$ cat src/rtl/nbk_chain_decoder.sv
// Pipelined decoder for the +1 increment chain: recovers a = e - 4 from {b,c,d,e}
// over four register stages and flags any tuple not consistent with e.
module nbk_chain_decoder #(
  parameter int WIDTH = 3,
  parameter int CNT_W = 8
) (
  input  logic             clk,
  input  logic             rst,
  input  logic             in_valid,
  output logic             in_ready,
  input  logic [WIDTH-1:0] in_b,
  input  logic [WIDTH-1:0] in_c,
  input  logic [WIDTH-1:0] in_d,
  input  logic [WIDTH-1:0] in_e,
  output logic             out_valid,
  input  logic             out_ready,
  output logic [WIDTH-1:0] out_a,
  output logic             out_err,
  output logic [CNT_W-1:0] err_count
);

  function automatic logic [WIDTH-1:0] dec1(input logic [WIDTH-1:0] x);
    return x - WIDTH'(1);
  endfunction

  function automatic logic [CNT_W-1:0] sat_inc(input logic [CNT_W-1:0] x);
    return (&x) ? x : x + CNT_W'(1);
  endfunction

  logic             vld_p1_q, vld_p2_q, vld_p3_q, vld_p4_q;
  logic             vld_p1_d, vld_p2_d, vld_p3_d, vld_p4_d;
  logic [WIDTH-1:0] v_p1_q, v_p2_q, v_p3_q, v_p4_q;
  logic [WIDTH-1:0] v_p1_d, v_p2_d, v_p3_d, v_p4_d;
  logic             err_p1_q, err_p2_q, err_p3_q, err_p4_q;
  logic             err_p1_d, err_p2_d, err_p3_d, err_p4_d;
  logic [WIDTH-1:0] c_p1_q, b_p1_q, b_p2_q;
  logic [WIDTH-1:0] c_p1_d, b_p1_d, b_p2_d;
  logic [CNT_W-1:0] cnt_q, cnt_d;
  logic             en1, en2, en3, en4;
  logic             ld1, ld2, ld3, ld4;
  logic             hs_out;

  // Ready ripples combinationally from the sink back to the input.
  assign hs_out = vld_p4_q & out_ready;
  assign en4    = ~vld_p4_q | out_ready;
  assign en3    = ~vld_p3_q | en4;
  assign en2    = ~vld_p2_q | en3;
  assign en1    = ~vld_p1_q | en2;
  assign ld1    = in_valid & en1;
  assign ld2    = vld_p1_q & en2;
  assign ld3    = vld_p2_q & en3;
  assign ld4    = vld_p3_q & en4;

  always_comb begin
    vld_p1_d = en1 ? in_valid : vld_p1_q;
    vld_p2_d = en2 ? vld_p1_q : vld_p2_q;
    vld_p3_d = en3 ? vld_p2_q : vld_p3_q;
    vld_p4_d = en4 ? vld_p3_q : vld_p4_q;
    v_p1_d   = v_p1_q;
    v_p2_d   = v_p2_q;
    v_p3_d   = v_p3_q;
    v_p4_d   = v_p4_q;
    err_p1_d = err_p1_q;
    err_p2_d = err_p2_q;
    err_p3_d = err_p3_q;
    err_p4_d = err_p4_q;
    c_p1_d   = c_p1_q;
    b_p1_d   = b_p1_q;
    b_p2_d   = b_p2_q;
    cnt_d    = cnt_q;
    // S1: derive d from e
    if (ld1) begin
      v_p1_d   = dec1(in_e);
      err_p1_d = (dec1(in_e) != in_d);
      c_p1_d   = in_c;
      b_p1_d   = in_b;
    end
    // S2: derive c
    if (ld2) begin
      v_p2_d   = dec1(v_p1_q);
      err_p2_d = err_p1_q | (dec1(v_p1_q) != c_p1_q);
      b_p2_d   = b_p1_q;
    end
    // S3: derive b
    if (ld3) begin
      v_p3_d   = dec1(v_p2_q);
      err_p3_d = err_p2_q | (dec1(v_p2_q) != b_p2_q);
    end
    // S4: derive a
    if (ld4) begin
      v_p4_d   = dec1(v_p3_q);
      err_p4_d = err_p3_q;
    end
    if (hs_out && err_p4_q) cnt_d = sat_inc(cnt_q);
  end

  always_ff @(posedge clk) begin
    if (rst) begin
      vld_p1_q <= 1'b0;
      vld_p2_q <= 1'b0;
      vld_p3_q <= 1'b0;
      vld_p4_q <= 1'b0;
      v_p1_q   <= '0;
      v_p2_q   <= '0;
      v_p3_q   <= '0;
      v_p4_q   <= '0;
      err_p1_q <= 1'b0;
      err_p2_q <= 1'b0;
      err_p3_q <= 1'b0;
      err_p4_q <= 1'b0;
      c_p1_q   <= '0;
      b_p1_q   <= '0;
      b_p2_q   <= '0;
      cnt_q    <= '0;
    end else begin
      vld_p1_q <= vld_p1_d;
      vld_p2_q <= vld_p2_d;
      vld_p3_q <= vld_p3_d;
      vld_p4_q <= vld_p4_d;
      v_p1_q   <= v_p1_d;
      v_p2_q   <= v_p2_d;
      v_p3_q   <= v_p3_d;
      v_p4_q   <= v_p4_d;
      err_p1_q <= err_p1_d;
      err_p2_q <= err_p2_d;
      err_p3_q <= err_p3_d;
      err_p4_q <= err_p4_d;
      c_p1_q   <= c_p1_d;
      b_p1_q   <= b_p1_d;
      b_p2_q   <= b_p2_d;
      cnt_q    <= cnt_d;
    end
  end

  assign in_ready  = en1;
  assign out_valid = vld_p4_q;
  assign out_a     = v_p4_q;
  assign out_err   = err_p4_q;
  assign err_count = cnt_q;

endmodule

$ cat config.mk
export PLATFORM = sky130hd
export DESIGN_NAME = nbk_chain_decoder
export DESIGN_NICKNAME = d
export VERILOG_FILES = /design/src/rtl/nbk_chain_decoder.sv
export SDC_FILE = /design/constraint.sdc
export NUM_CORES = 1
export LEC_CHECK = 0
export ABC_CLOCK_PERIOD_IN_PS = 3300
export BUFFER_PORTS_ARGS = -buffer_cell sky130_fd_sc_hd__buf_4
export CAP_MARGIN = 20
export CORE_ASPECT_RATIO = 0.7
export CORE_MARGIN = 3
export CORE_UTILIZATION = 50
export DETAILED_ROUTE_END_ITERATION = 6
export PLACE_DENSITY = 0.69
export REMOVE_ABC_BUFFERS = 1
export SYNTH_ARGS = -nofsm -noshare
export SYNTH_HDL_FRONTEND = slang
export SYNTH_SLANG_ARGS = --single-unit
$ cat constraint.sdc
create_clock -name clk -period 3.3 [get_ports clk]
set_input_delay 0.66 -clock clk [delete_from_list [all_inputs] [get_ports clk]]
set_output_delay 0.66 -clock clk [all_outputs]
set_load 0.02 [all_outputs]
# Word-level counts from Yosys, hierarchy flattened
# Cells that the tools add are included.
classes:
  n_addsub: 5
  n_eq_ne: 3
  bitwise_logic: 16
  reduce_logical: 3
ops:
  columns: ["cell", "count"]
  rows:
  - ["subtractor 3 x 1 -> 3 bit, second input constant", 4]
  - ["inequality test 3 bit", 3]
  - ["adder 8 x 1 -> 8 bit, second input constant", 1]
  - ["AND reduction 8 bit", 1]
  - ["OR 1 bit", 6]
  - ["bitwise AND 1 bit", 5]
  - ["NOT 1 bit", 5]
  - ["AND reduction 2 bit", 1]
  - ["logical AND 1 bit", 1]
totals:
  ff_bits: 37
  out_inout_bits: 14
  wordCells: 43

# Logic depth before layout (Yosys ltp)
# Gate-level depths: netlist (run 1).
depth:
  word_depth: 6
  depth_mapped: 6

# Least setup slack after synthesis (run 1)
# OpenSTA, ideal clock, no wires.
synth_path:
  path_kind: "input -> output"
  startpoint: "input out_ready"
  endpoint: "output in_ready"
  arrival_ns: 1.148
  slack_ns: 1.492
  cell_stages: 3
  path_buffers: 1
  cell_sequence: "and4b_1 buf_6 nand2_1"
synth_between:
  elab_chain_len: 4
synth_rtl:
  columns: ["element", "line", "source"]
  rows:
  - ["start: declaration", "16", "input logic out_ready,"]
  - ["OR 1 bit", "45", "assign en4 = ~vld_p4_q | out_ready;"]
  - ["OR 1 bit", "46", "assign en3 = ~vld_p3_q | en4;"]
  - ["OR 1 bit", "47", "assign en2 = ~vld_p2_q | en3;"]
  - ["OR 1 bit", "48", "assign en1 = ~vld_p1_q | en2;"]
  - ["end: declaration", "10", "output logic in_ready,"]
# Every way passes these cells.

# Worst setup path after layout (run 1)
# Ends and elaborated chain as after synthesis.

==> results of run 1 <==
==> state kept, by name, indices dropped and copies added, names as in the netlist <==
signal / count
err_count: 8
v_p1_q: 3
vld_p1_q: 1
b_p1_q: 3
vld_p3_q: 1
out_err: 1
err_p1_q: 1
vld_p2_q: 1
out_valid: 1
out_a: 3
err_p2_q: 1
b_p2_q: 3
v_p3_q: 3
v_p2_q: 3
c_p1_q: 3
err_p3_q: 1
==> critical path, cell delays in order <==
cell and delay (ns):
buf_4 0.12, and4b_1 0.38, nand2_1 0.09, buf_4 0.16
==> through the flow <==
stage / cells / total power (µW) / setup slack, ns
floorplan: 162 / 554 / 1.45
global placement: 227 / 588 / 1.24
detailed placement: 227 / 595 / 1.18
CTS: 235 / 889 / 1.23
global route: 235 / 916 / 1.18
finish: 235 / 882 / 1.24
==> layer usage <==
metal / track usage / vias to the layer above / part of all wire
met4: 0.0828 / 0 / 0.012
li1: - / 641 / -
met3: 0.0616 / 4 / 0.049
met2: 0.277 / 22 / 0.45
met1: 0.209 / 566 / 0.49
met5: 0 / - / 0
==> cell families (layout without fill, tap and decap cells) <==
family                     Yosys count  count (layout)  share of synthesized area
DFF                                 37              37                      0.451
adders and majority gates            5               5                     0.0381
and+or+nand+nor                     54              54                      0.153
buffers and inverters               21              48                     0.0594
AOI/OAI and AO/OA                   25              25                      0.130
muxes                               11              11                     0.0670
xor gates and xnor gates            19              19                      0.101
==> report_power, final <==
group / internal, µW / total [µW] / switching, µW
sequential: 465 / 479 / 13.6
clock: 146 / 298 / 151
combinational: 52.4 / 105 / 52.9
total: 664 / 882 / 218
==> area by class of cell <==
| class | instances | share of cell area |
|---|---|---|
| flip-flops and latches | 37 | 0.383 |
| inverters | 11 | 0.0214 |
| clock buffers | 6 | 0.0376 |
| clock inverters | 2 | 0.00518 |
| well taps | 36 | 0.0233 |
| multi-input cells | 114 | 0.416 |
| repair buffers | 29 | 0.113 |
==> Yosys cell counts (2+ instances only) <==
| cell | n | share of area |
|---|---|---|
| a211oi_1 | 10 | 0.046 |
| a211oi_2 | 4 | 0.030 |
| a21oi_1 | 3 | 0.0091 |
| a311oi_1 | 2 | 0.011 |
| and2_1 | 4 | 0.015 |
| and3_1 | 2 | 0.0076 |
| buf_1 | 2 | 0.0046 |
| buf_6 | 2 | 0.014 |
| clkbuf_1 | 5 | 0.011 |
| dfxtp_1 | 37 | 0.45 |
| ha_1 | 5 | 0.038 |
| inv_1 | 11 | 0.025 |
| mux2i_1 | 11 | 0.067 |
| nand4_1 | 2 | 0.0076 |
| nor2_1 | 34 | 0.078 |
| nor3_1 | 4 | 0.012 |
| o2111ai_1 | 2 | 0.011 |
| o211ai_1 | 2 | 0.0091 |
| xnor2_1 | 11 | 0.059 |
| xor2_1 | 8 | 0.043 |
==> worst paths after layout <==
path                           from               endpoint  slack (ns)  depth (start not counted)
max                       out_ready               in_ready        1.24                          4
min           vld_p2_q$_SDFFE_PP0P_  vld_p3_q$_SDFFE_PP0P_        0.46                          2
max reg2reg  out_valid$_SDFFE_PP0P_  err_p2_q$_SDFFE_PP0P_        1.54                          4
min reg2reg   vld_p2_q$_SDFFE_PP0P_  vld_p3_q$_SDFFE_PP0P_        0.46                          2
==> flow_metrics.env, run 1 <==
export IMPL_synth_edf_count=0
export IMPL_port_buffers=29
export IMPL_antenna_found_initial=0
export IMPL_num_rows=16
export IMPL_vias=1233
export IMPL_core_area_mm2=0.00296
export IMPL_seq_area_um2=741
export IMPL_wl_per_cell_um=13.7
export IMPL_cap_violations=0
export IMPL_synth_ff_type="dfxtp_1"
export IMPL_synth_area_mm2=0.00164
export IMPL_cts_hold_buffers=0
export IMPL_cp_required_ns=2.64
export IMPL_grt_max_degree=38
export IMPL_die_area_mm2=0.00402
export IMPL_die_h_um=54.0
export IMPL_relSlewSlack=0.444
export IMPL_cts_tree="built"
export IMPL_final_area_mm2=0.00193
export IMPL_mostFrequentLayoutCell="dfxtp_1"
export IMPL_tightest_slew_ns=0.832
export IMPL_outcome="finished clean"
export IMPL_h_tree_depth=2
export IMPL_dr_pass1_iters=4
export IMPL_ant_nets=0
export IMPL_layout_nets=219
export IMPL_insertion_delay_ns=0.29
export IMPL_path_clk_slew_ns=0.06
export IMPL_async_flop_share=0
export IMPL_rsz0062_at_grt="false"
export IMPL_worstSetupEndpointType="output port"
export IMPL_fillCellCount=255
export IMPL_tns_ns=0
export IMPL_root_buffer="clkbuf_8"
export IMPL_syn_inst=172
export IMPL_synth_yosys_seq_area_share=0.451
export IMPL_syn_area_per_cell_um2=9.55
export IMPL_ioPinCount=30
export IMPL_worstSetupPathType="input port to output port"
export IMPL_crit_path_start_kind="input port"
export IMPL_power_density_mw_per_mm2=456
export IMPL_grt_use_total=0.173
export IMPL_area_delta_synth_final_pct=17.6
export IMPL_cp_max_fo=5
export IMPL_critical_path_arrival_ns=1.40
export IMPL_final_cell_mix="37 x dfxtp_1, 34 x nor2_1, 29 x buf_4"
export IMPL_period_share=0.625
export IMPL_period_needed_ns=2.06
export IMPL_drcViolationCount=0
export IMPL_antennaDiodeCount=0
export IMPL_drive_above_1_share=0.211
export IMPL_post_cts_buffers=0
export IMPL_synth_seq_cells=37
export IMPL_numCtsBuffers=5
export IMPL_die_x_um=74.5
export IMPL_cts_resized=0
export IMPL_final_hold_viol_count=0
export IMPL_dpl_hpwl_mm=2.39
export IMPL_yosysWarnings=0
export IMPL_grt_pass1_wl_mm=5.06
export IMPL_vias_per_cell=5.25
export IMPL_initial_utilization=0.554
export IMPL_multi_input_area_um2=805
export IMPL_wirelength_mm=3.21
export IMPL_p_leak_uw=0.000799
export IMPL_hold_class="flop to flop"
export IMPL_hold_ws_ns=0.464
export IMPL_drtIter0Drc=72
export IMPL_max_vdd_ir_drop_uv=262
export IMPL_fin_worst_skew_ns=0.00759
export IMPL_fin_util=0.652
export IMPL_globalplace_congestion=0.736
export IMPL_cts_buffer_depth=2
export IMPL_fmax_mhz=485
export IMPL_grt_pass1_vias=1143
export IMPL_synth_cell_type_count=31
export IMPL_dpl_cell_area_mm2=0.00185
export IMPL_cts_sinks=37
export IMPL_drv_slew=0
export IMPL_grt_overflow=0
export IMPL_setup_viol=0
Note: power is estimated with default switching activity, not from simulation.
==> run 2, diff against run 1 <==
ABC_CLOCK_PERIOD_IN_PS = 1900   (was 3300)
clock period = 1.9 ns   (was 3.3 ns; I/O delays follow)
==> flow_metrics.env, run 2 (synthesis results as in run 1) <==
export IMPL_area_delta_synth_final_pct=21.6
export IMPL_antenna_found_initial=0
export IMPL_cts_hold_buffers=0
export IMPL_multi_input_area_um2=805
export IMPL_grt_pass1_wl_mm=4.88
export IMPL_globalplace_congestion=0.761
export IMPL_critPathSlowestCell="dfxtp_1"
export IMPL_die_h_um=54.0
export IMPL_h_tree_depth=2
export IMPL_insertion_delay_ns=0.28
export IMPL_drcViolationCount=0
export IMPL_fin_util=0.674
export IMPL_grt_use_total=0.160
export IMPL_rsz0062_at_grt="false"
export IMPL_p_sw_uw=382
export IMPL_port_buffers=29
export IMPL_cp_cell_sequence="and4b_1 -> nand2_1 -> buf_4"
export IMPL_grt_max_degree=38
export IMPL_cap_violations=0
export IMPL_period_needed_ns=1.67
export IMPL_instances_no_fill=237
export IMPL_fin_worst_skew_ns=0.00833
export IMPL_power_density_mw_per_mm2=903
export IMPL_drtIter0Drc=100
export IMPL_post_cts_buffers=0
export IMPL_relSlewSlack=0.670
export IMPL_vias_per_cell=5.13
export IMPL_fillCellCount=242
export IMPL_numCtsBuffers=5
export IMPL_pwr_share_seq=0.461
export IMPL_tns_ns=0
export IMPL_cpPeakStageDelay_ns=0.40
export IMPL_cp_max_fo=5
export IMPL_seq_area_um2=741
export IMPL_power_internal_uw=1420
export IMPL_p_leak_uw=0.000832
export IMPL_worstSetupEndpointType="output port"
export IMPL_grt_pass1_vias=1047
export IMPL_drive_above_1_share=0.224
export IMPL_switching_share=0.212
export IMPL_mostFrequentLayoutCell="dfxtp_1"
export IMPL_max_vdd_ir_drop_uv=550
export IMPL_pre_cts_ws_ns=0.251
export IMPL_final_cell_mix="37 x dfxtp_1, 34 x nor2_1, 31 x buf_4"
export IMPL_crit_path_start_kind="flop"
export IMPL_wl_per_cell_um=12.9
export IMPL_cts_resized=0
export IMPL_ioPinCount=30
export IMPL_worstSetupPathType="flop to output port"
export IMPL_largest_reg_flops=8
export IMPL_final_hold_viol_count=0
export IMPL_tightest_slew_ns=0.494
export IMPL_die_area_mm2=0.00402
export IMPL_core_area_mm2=0.00296
export IMPL_cts_buffer_depth=2
export IMPL_cts_sinks=37
export IMPL_hold_ws_ns=0.299
export IMPL_root_buffer="clkbuf_8"
export IMPL_period_share=0.877
export IMPL_outcome="finished clean"
export IMPL_die_x_um=74.5
export IMPL_layout_nets=221
export IMPL_dpl_hpwl_mm=2.29
export IMPL_path_clk_slew_ns=0.07
export IMPL_wirelength_mm=3.05
export IMPL_vias=1216
export IMPL_dp_cells=229
export IMPL_cp_required_ns=1.52
export IMPL_num_rows=16
export IMPL_p_comb_frac=0.101
export IMPL_hold_class="input port to flop"
export IMPL_p_clk_frac=0.438
export IMPL_fin_ws_ns=0.233
export IMPL_fmax_mhz=600
export IMPL_dr_pass1_iters=4
export IMPL_antennaDiodeCount=0
export IMPL_initial_utilization=0.554
export IMPL_ant_nets=0
export IMPL_drv_slew=0
export IMPL_critical_path_arrival_ns=1.29
export IMPL_grt_overflow=0
export IMPL_setup_viol=0
export IMPL_cts_tree="built"
-- run 2: cell count changes in the layout (fill, tap and decap cells not counted) --
cell,change
clkinv_2,-1
clkbuf_1,-1
bufinv_16,+2
buf_4,+2
-- run 2: layout make-up --
cell class / instances / area share
Sequential cell: 37 / 0.371
Multi-Input combinational cell: 114 / 0.403
Clock buffer: 5 / 0.0344
Tap cell: 36 / 0.0225
Clock inverter: 3 / 0.0326
Timing Repair Buffer: 31 / 0.116
Inverter: 11 / 0.0207
-- run 2: layer usage --
metal	vias to the layer above	track usage	wire (µm)
li1	642	-	-
met1	545	0.223	1610
met2	24	0.238	1280
met3	5	0.0448	135
met4	0	0.0533	31
met5	-	0	0
-- run 2: path summary, 6_finish.rpt --
check	cells past startpoint	start	endpoint	slack, ns
max	3	out_valid$_SDFFE_PP0P_	in_ready	0.23
min	2	in_e[0]	v_p1_q[0]$_SDFFE_PP0P_	0.30
max reg2reg	5	err_count[0]$_SDFFE_PP0P_	err_count[1]$_SDFFE_PP0P_	0.32
min reg2reg	1	v_p3_q[0]$_SDFFE_PP0P_	out_a[0]$_SDFFE_PP0P_	0.47
-- run 2: critical path, delay by kind of cell, from the launching register on --
| family | cells | cell delay (ns) |
|---|---|---|
| buffers and inverters | 1 | 0.16 |
| AND/OR/NAND/NOR | 2 | 0.45 |
| flip-flops | 1 | 0.40 |
-- run 2: through the flow --
step	area [µm²]	total power, µW
2_1_floorplan	1590	962
6_report	2000	1800
3_5_place_dp	1860	1030
5_1_grt	2000	1870
3_3_place_gp	1860	1020
4_1_cts	2000	1820
-- run 2: power by group through the flow --
stage               Sequential [µW]  Clock [µW]  Combinational [µW]
global route                    835         831                 203
finish                          832         791                 182
floorplan                       847           0                 115
CTS                             831         807                 184
detailed placement              849           0                 183
global placement                848           0                 176
